--- config.mk ---
export PLATFORM = sky130hd
export DESIGN_NAME = micro_uart_rx_fifo_flat
export DESIGN_NICKNAME = d
export VERILOG_FILES = /design/src/rtl/micro_uart_rx_fifo_if.sv /design/src/rtl/micro_uart_rx_fifo.sv /design/src/flat_wrapper.sv
export SDC_FILE = /design/constraint.sdc
export NUM_CORES = 1
export LEC_CHECK = 0
export BUFFER_PORTS_ARGS = -buffer_cell sky130_fd_sc_hd__clkbuf_2
export CORE_MARGIN = 10
export CORE_UTILIZATION = 45
export CTS_CLUSTER_SIZE = 24
export DETAILED_ROUTE_END_ITERATION = 6
export PLACE_DENSITY = 0.65
export SKIP_LAST_GASP = 1
export SYNTH_ARGS = -nofsm -noshare
export SYNTH_HDL_FRONTEND = slang
export SYNTH_SLANG_ARGS = --single-unit
--- constraint.sdc ---
create_clock -name clock -period 3.59 [get_ports clock]
set_clock_uncertainty 0.05 [all_clocks]
set_input_delay 0.359 -clock clock [delete_from_list [all_inputs] [get_ports clock]]
set_output_delay 0.359 -clock clock [all_outputs]
set_load 0.005 [all_outputs]
--- src/rtl/micro_uart_rx_fifo_if.sv ---
// Receive-buffer bus between the micro UART receive FIFO and its users.
//   wr_data/wr_valid : byte and single-cycle strobe from the UART receiver
//   rd_req           : pop the head entry
//   rd_data          : head entry (first-word-fall-through), 8'h00 when empty
//   empty/full/level : registered occupancy status, level is 0..DEPTH
// master = producer/consumer side, slave = the FIFO itself.
interface micro_uart_rx_fifo_if #(
  parameter int unsigned DEPTH = 16
);
  localparam int unsigned LW = $clog2(DEPTH) + 1;

  logic [7:0]    wr_data;
  logic          wr_valid;
  logic          rd_req;
  logic [7:0]    rd_data;
  logic          empty;
  logic          full;
  logic [LW-1:0] level;

  modport master (
    output wr_data, wr_valid, rd_req,
    input  rd_data, empty, full, level
  );

  modport slave (
    input  wr_data, wr_valid, rd_req,
    output rd_data, empty, full, level
  );
endinterface

--- src/rtl/micro_uart_rx_fifo.sv ---
// Receive FIFO behind the micro UART receiver. Captures each data_valid byte
// into a DEPTH-entry FIFO, presents it first-word-fall-through, flags overrun,
// and raises a registered interrupt on level threshold, character timeout
// (idle baud_mult16_ena ticks) or overrun.
//   clock, clock_sreset : clock and synchronous active-high reset
//   baud_mult16_ena     : 16x baud tick, drives the timeout counter
//   bus (slave)         : wr_data/wr_valid, rd_req, rd_data, empty, full, level
//   overrun             : sticky, a byte was dropped while full
//   timeout             : character-timeout flag
//   flush               : discard contents (wins over coincident read/write)
//   status_clear        : clears overrun
//   irq_ena / irq       : interrupt enable and registered interrupt
module micro_uart_rx_fifo #(
  parameter int unsigned DEPTH         = 16,
  parameter int unsigned IRQ_LEVEL     = 8,
  parameter int unsigned TIMEOUT_TICKS = 640
) (
  input  logic                 clock,
  input  logic                 clock_sreset,
  input  logic                 baud_mult16_ena,
  micro_uart_rx_fifo_if.slave  bus,
  output logic                 overrun,
  output logic                 timeout,
  input  logic                 flush,
  input  logic                 status_clear,
  input  logic                 irq_ena,
  output logic                 irq
);

  localparam int unsigned AW = $clog2(DEPTH);
  localparam int unsigned PW = AW + 1;
  localparam int unsigned CW = $clog2(TIMEOUT_TICKS + 1);

  logic [7:0]    mem [DEPTH];
  logic [PW-1:0] wr_ptr, rd_ptr, wr_ptr_n, rd_ptr_n;
  logic [PW-1:0] level_q, level_n;
  logic          empty_q, full_q, empty_n, full_n;
  logic [CW-1:0] cnt_q, cnt_n;
  logic          timeout_n, overrun_n, irq_n;
  logic          do_wr, do_rd, ovr_event, cnt_clear;

  // A read while full frees the slot the coincident write lands in.
  assign do_rd     = bus.rd_req & ~empty_q;
  assign do_wr     = bus.wr_valid & (~full_q | bus.rd_req);
  assign ovr_event = bus.wr_valid & full_q & ~bus.rd_req & ~flush;
  assign cnt_clear = flush | do_wr | do_rd | empty_q;

  always_comb begin
    wr_ptr_n = wr_ptr;
    rd_ptr_n = rd_ptr;
    if (flush) begin
      wr_ptr_n = '0;
      rd_ptr_n = '0;
    end else begin
      if (do_wr) wr_ptr_n = wr_ptr + PW'(1);
      if (do_rd) rd_ptr_n = rd_ptr + PW'(1);
    end
    level_n = wr_ptr_n - rd_ptr_n;
    empty_n = (wr_ptr_n == rd_ptr_n);
    full_n  = (wr_ptr_n[AW-1:0] == rd_ptr_n[AW-1:0]) && (wr_ptr_n[AW] != rd_ptr_n[AW]);

    cnt_n = cnt_q;
    if (cnt_clear)
      cnt_n = '0;
    else if (baud_mult16_ena && cnt_q != CW'(TIMEOUT_TICKS))
      cnt_n = cnt_q + CW'(1);
    timeout_n = ~cnt_clear & (cnt_n == CW'(TIMEOUT_TICKS));

    overrun_n = overrun;
    if (ovr_event)
      overrun_n = 1'b1;
    else if (status_clear)
      overrun_n = 1'b0;

    // Sources are the registered flags, so irq lags its cause by one cycle.
    irq_n = irq_ena & ((level_q >= PW'(IRQ_LEVEL)) | timeout | overrun);
  end

  always_ff @(posedge clock) begin
    if (clock_sreset) begin
      wr_ptr  <= '0;
      rd_ptr  <= '0;
      level_q <= '0;
      empty_q <= 1'b1;
      full_q  <= 1'b0;
      cnt_q   <= '0;
      timeout <= 1'b0;
      overrun <= 1'b0;
      irq     <= 1'b0;
    end else begin
      wr_ptr  <= wr_ptr_n;
      rd_ptr  <= rd_ptr_n;
      level_q <= level_n;
      empty_q <= empty_n;
      full_q  <= full_n;
      cnt_q   <= cnt_n;
      timeout <= timeout_n;
      overrun <= overrun_n;
      irq     <= irq_n;
    end
  end

  always_ff @(posedge clock) begin
    if (!clock_sreset && !flush && do_wr)
      mem[wr_ptr[AW-1:0]] <= bus.wr_data;
  end

  assign bus.rd_data = empty_q ? '0 : mem[rd_ptr[AW-1:0]];
  assign bus.empty   = empty_q;
  assign bus.full    = full_q;
  assign bus.level   = level_q;

endmodule

--- src/flat_wrapper.sv ---
// flat-port wrapper written by rule: the top's interface ports become plain ports
module micro_uart_rx_fifo_flat 
#(
  parameter int unsigned DEPTH         = 16,
  parameter int unsigned IRQ_LEVEL     = 8,
  parameter int unsigned TIMEOUT_TICKS = 640
)
  (clock, clock_sreset, baud_mult16_ena, overrun, timeout, flush, status_clear, irq_ena, irq, bus_wr_data, bus_wr_valid, bus_rd_req, bus_rd_data, bus_empty, bus_full, bus_level);
  micro_uart_rx_fifo_if #(.DEPTH(DEPTH)) bus_i ();
  input  logic clock;
  input  logic clock_sreset;
  input  logic baud_mult16_ena;
  output logic overrun;
  output logic timeout;
  input  logic flush;
  input  logic status_clear;
  input  logic irq_ena;
  output logic irq;
  input wire logic [$bits(bus_i.wr_data)-1:0] bus_wr_data;
  input wire logic [$bits(bus_i.wr_valid)-1:0] bus_wr_valid;
  input wire logic [$bits(bus_i.rd_req)-1:0] bus_rd_req;
  output wire logic [$bits(bus_i.rd_data)-1:0] bus_rd_data;
  output wire logic [$bits(bus_i.empty)-1:0] bus_empty;
  output wire logic [$bits(bus_i.full)-1:0] bus_full;
  output wire logic [$bits(bus_i.level)-1:0] bus_level;
  assign bus_i.wr_data = bus_wr_data;
  assign bus_i.wr_valid = bus_wr_valid;
  assign bus_i.rd_req = bus_rd_req;
  assign bus_rd_data = bus_i.rd_data;
  assign bus_empty = bus_i.empty;
  assign bus_full = bus_i.full;
  assign bus_level = bus_i.level;
  micro_uart_rx_fifo #(.DEPTH(DEPTH), .IRQ_LEVEL(IRQ_LEVEL), .TIMEOUT_TICKS(TIMEOUT_TICKS)) u_core (.clock(clock), .clock_sreset(clock_sreset), .baud_mult16_ena(baud_mult16_ena), .bus(bus_i), .overrun(overrun), .timeout(timeout), .flush(flush), .status_clear(status_clear), .irq_ena(irq_ena), .irq(irq));
endmodule
==> impl_metrics.tcl <==
set metrics [dict create \
    drive_above_1_share 0.273 \
    clock_latency_ps 420 \
    synth.distinct_cells 48 \
    first_iter_violations 234 \
    rrSetupSlack_ps 890 \
    cts_tree "done" \
    post_cts_buffers 0 \
    hp-class "in2reg" \
    regToRegEndpoint "u_core.bus.level[4]$_SDFF_PP0_" \
    overflow 0 \
    syn_area_per_cell_sq_um 16.7 \
    path_clk_slew_ps 60 \
    slew-limit-headroom 0.516 \
    worstSetupStartpoint "u_core.rd_ptr[0]$_SDFF_PP0_" \
    crit_fanout 25 \
    dpl.hpwl_um 8610 \
    cts-resized-gates 0 \
    worstReg2RegStart "u_core.bus.empty$_SDFF_PP1_" \
    layout.nets 473 \
    p_leak_nw 2.43 \
    antenna_found_initial 0 \
    synth.most_common_cell "edfxtp_1" \
    cts.sinks 158 \
    first_pass_iters 4 \
    cts_made_buffers 17 \
    critPathRequiredTime_ps 3180 \
    worst_path_max_delay_cell "dfxtp_2" \
    ctsHtreeMaxLevel 4 \
    diodes 0 \
    cpMostUsedCell "mux4_2" \
    core-area_sq_um 14400 \
    drt_wl_total_um 13000 \
    clk_path_buf_depth 2 \
    vias_per_cell 5.47 \
    hold_start "irq_ena" \
    vias 3495 \
    vdd_drop_max_mv 0.338 \
    period_share 0.853 \
    die_h_um 141 \
    cp_top_family "multiplexers" \
    synth_area_sq_um 6560 \
    path_cells "buf_12 -> mux4_2 -> mux4_2 -> nor2b_1 -> clkbuf_2" \
    grt_pass1_wl_um 20400 \
    root_buffer "clkbuf_16" \
    synth.top_cell.area_share 0.586 \
    power_density_nw_per_um2 488 \
    setup_viol 0 \
    rr_worst_depth 8 \
    crit_path_end "bus_rd_data[2]" \
    postRouteAntennaNets 0 \
    ios 34 \
    synth-edff-count 128 \
    synth.largest_area_cell "edfxtp_1" \
    max_cap_viol_count 0 \
    rows 44 \
    worstSetupEndpointType "output pin" \
    rsz0062_at_grt "no" \
    initial_core_util 0.455 \
    die_x_um 141 \
    async_flop_share 0 \
    layout_setup_ws_ps 528 \
    area_growth_syn_to_layout_pct 14.7 \
    dieArea_sq_um 19800 \
    yosysWarnings 0 \
    fmax_ghz 0.327 \
    ys_top_cells_by_area "edfxtp_1 59%, mux4_2 14%, dfxtp_1 9.2%, nor2_1 2.5%, ha_1 2.1%" \
    port_buffers 33 \
    hold_viol 0 \
    arrival_ps 2650 \
    ys_seq_area_frac 0.677 \
    cpPeakStageDelay_ps 590 \
    gp_congestion 0.797 \
    grt_pass1_vias 3525 \
    crit_type "reg2out" \
    wire_per_inst_um 20.4 \
    start_kind "register" \
    path_depth 5 \
    pre_cts_ws_ps 856 \
    setup_tns_ps 0 \
    synth_common_cells "128 x edfxtp_1, 43 x nor2_1, 40 x mux4_2, 30 x dfxtp_1" \
    outcome "finished, final reports clean" \
    synth_cells 393 \
    grtUsageTotal 0.137 \
    synthFlopType "edfxtp_1" \
    synth_nets 421 \
    grt_max_degree 34 \
    drc 0 \
    slew_violations 0 \
    cts_hold_buffers 0 \
    final.min_clock_period_ps 3060 \
    synth-seq-cells 158 \
    worst_slew_pin_slew_ps 723 \
    crit_buf_inv 2 \
]
==> placed cells by master, fill, tap and decap left out, drive strengths merged, types with 8 or more instances in the layout <==
| cell | instances |
|---|---|
| nor3 | 14 |
| ha | 11 |
| inv | 9 |
| clkinv | 8 |
| buf | 19 |
| nor2b | 12 |
| xnor2 | 14 |
| mux4 | 40 |
| clkbuf | 52 |
| dfxtp | 30 |
| nor2 | 43 |
| edfxtp | 128 |
| nand2 | 14 |
==> logic make-up after synthesis <==
| group | count (synthesis) | synth area share |
|---|---|---|
| XOR/XNOR | 19 | 0.0254 |
| adder cells (fa/ha/maj) | 12 | 0.0240 |
| AND/OR/NAND/NOR | 109 | 0.0845 |
| AO/OA/AOI/OAI | 22 | 0.0236 |
| buffers and inverters | 28 | 0.0200 |
| multiplexers | 45 | 0.145 |
| flip-flops | 158 | 0.677 |
==> sequential cells by signal, indices dropped and copies added, names as in the netlist <==
register	cells
u_core.rd_ptr	5
u_core.bus.level	5
u_core.bus.empty	1
u_core.irq	1
u_core.overrun	1
u_core.mem	128
u_core.cnt_q	10
u_core.timeout	1
u_core.bus.full	1
u_core.wr_ptr	5
==> worst reg2reg max path, delay by kind of cell (launching register included) <==
family | cells | cell delay, ps
flip-flops | 1 | 680
AND/OR/NAND/NOR | 3 | 600
adder cells (fa/ha/maj) | 1 | 470
multiplexers | 2 | 450
AO/OA/AOI/OAI | 2 | 360
==> routing by layer <==
layer | vias up | track usage | wire, um
li1 | 1621 | - | -
met1 | 1759 | 0.168 | 5470
met2 | 93 | 0.223 | 6560
met3 | 22 | 0.0299 | 740
met4 | 0 | 0.0690 | 255
met5 | - | 0 | 0
==> how the worst min path moves through the flow <==
stage | end | slack (ps) | depth (start not counted)
3_3_place_gp | u_core.overrun$_SDFFE_PP0P_ | 450 | 2
3_5_place_dp | u_core.overrun$_SDFFE_PP0P_ | 470 | 2
6_report | u_core.irq$_SDFF_PP0_ | 130 | 2
4_1_cts | u_core.irq$_SDFF_PP0_ | 110 | 2
2_1_floorplan | u_core.mem[0][0]$_DFFE_PP_ | 410 | 0
5_1_grt | u_core.irq$_SDFF_PP0_ | 130 | 2
==> area by class of cell <==
cell class                 instances  area (sq um)
fill                            1157          6900
sequential                       158          4450
inverter                           9          33.8
clock inverter                    10          76.3
timing repair buffer              52           320
clock buffer                      19           433
multi-input combinational        207          1990
tap                              184           230
==> metrics by stage <==
stage | cell area (sq um) | hold WS, ps | instances | util | total power [mW]
after global routing | 7520 | 127 | 639 | 0.522 | 3.79
after floorplan | 6560 | 408 | 393 | - | 2.09
final | 7520 | 131 | 639 | 0.522 | 3.67
after CTS | 7520 | 113 | 639 | 0.522 | 3.71
after detailed placement | 7020 | 472 | 610 | 0.486 | 2.14
after global placement | 7020 | 452 | 610 | 0.486 | 2.13
==> power breakdown <==
part / internal, mW / switching (mW)
combinational: 0.0426 / 0.0596
clock: 0.926 / 0.649
sequential: 1.99 / 0.00878
total: 2.95 / 0.717
No activity file was read; power rests on OpenSTA's default activity.
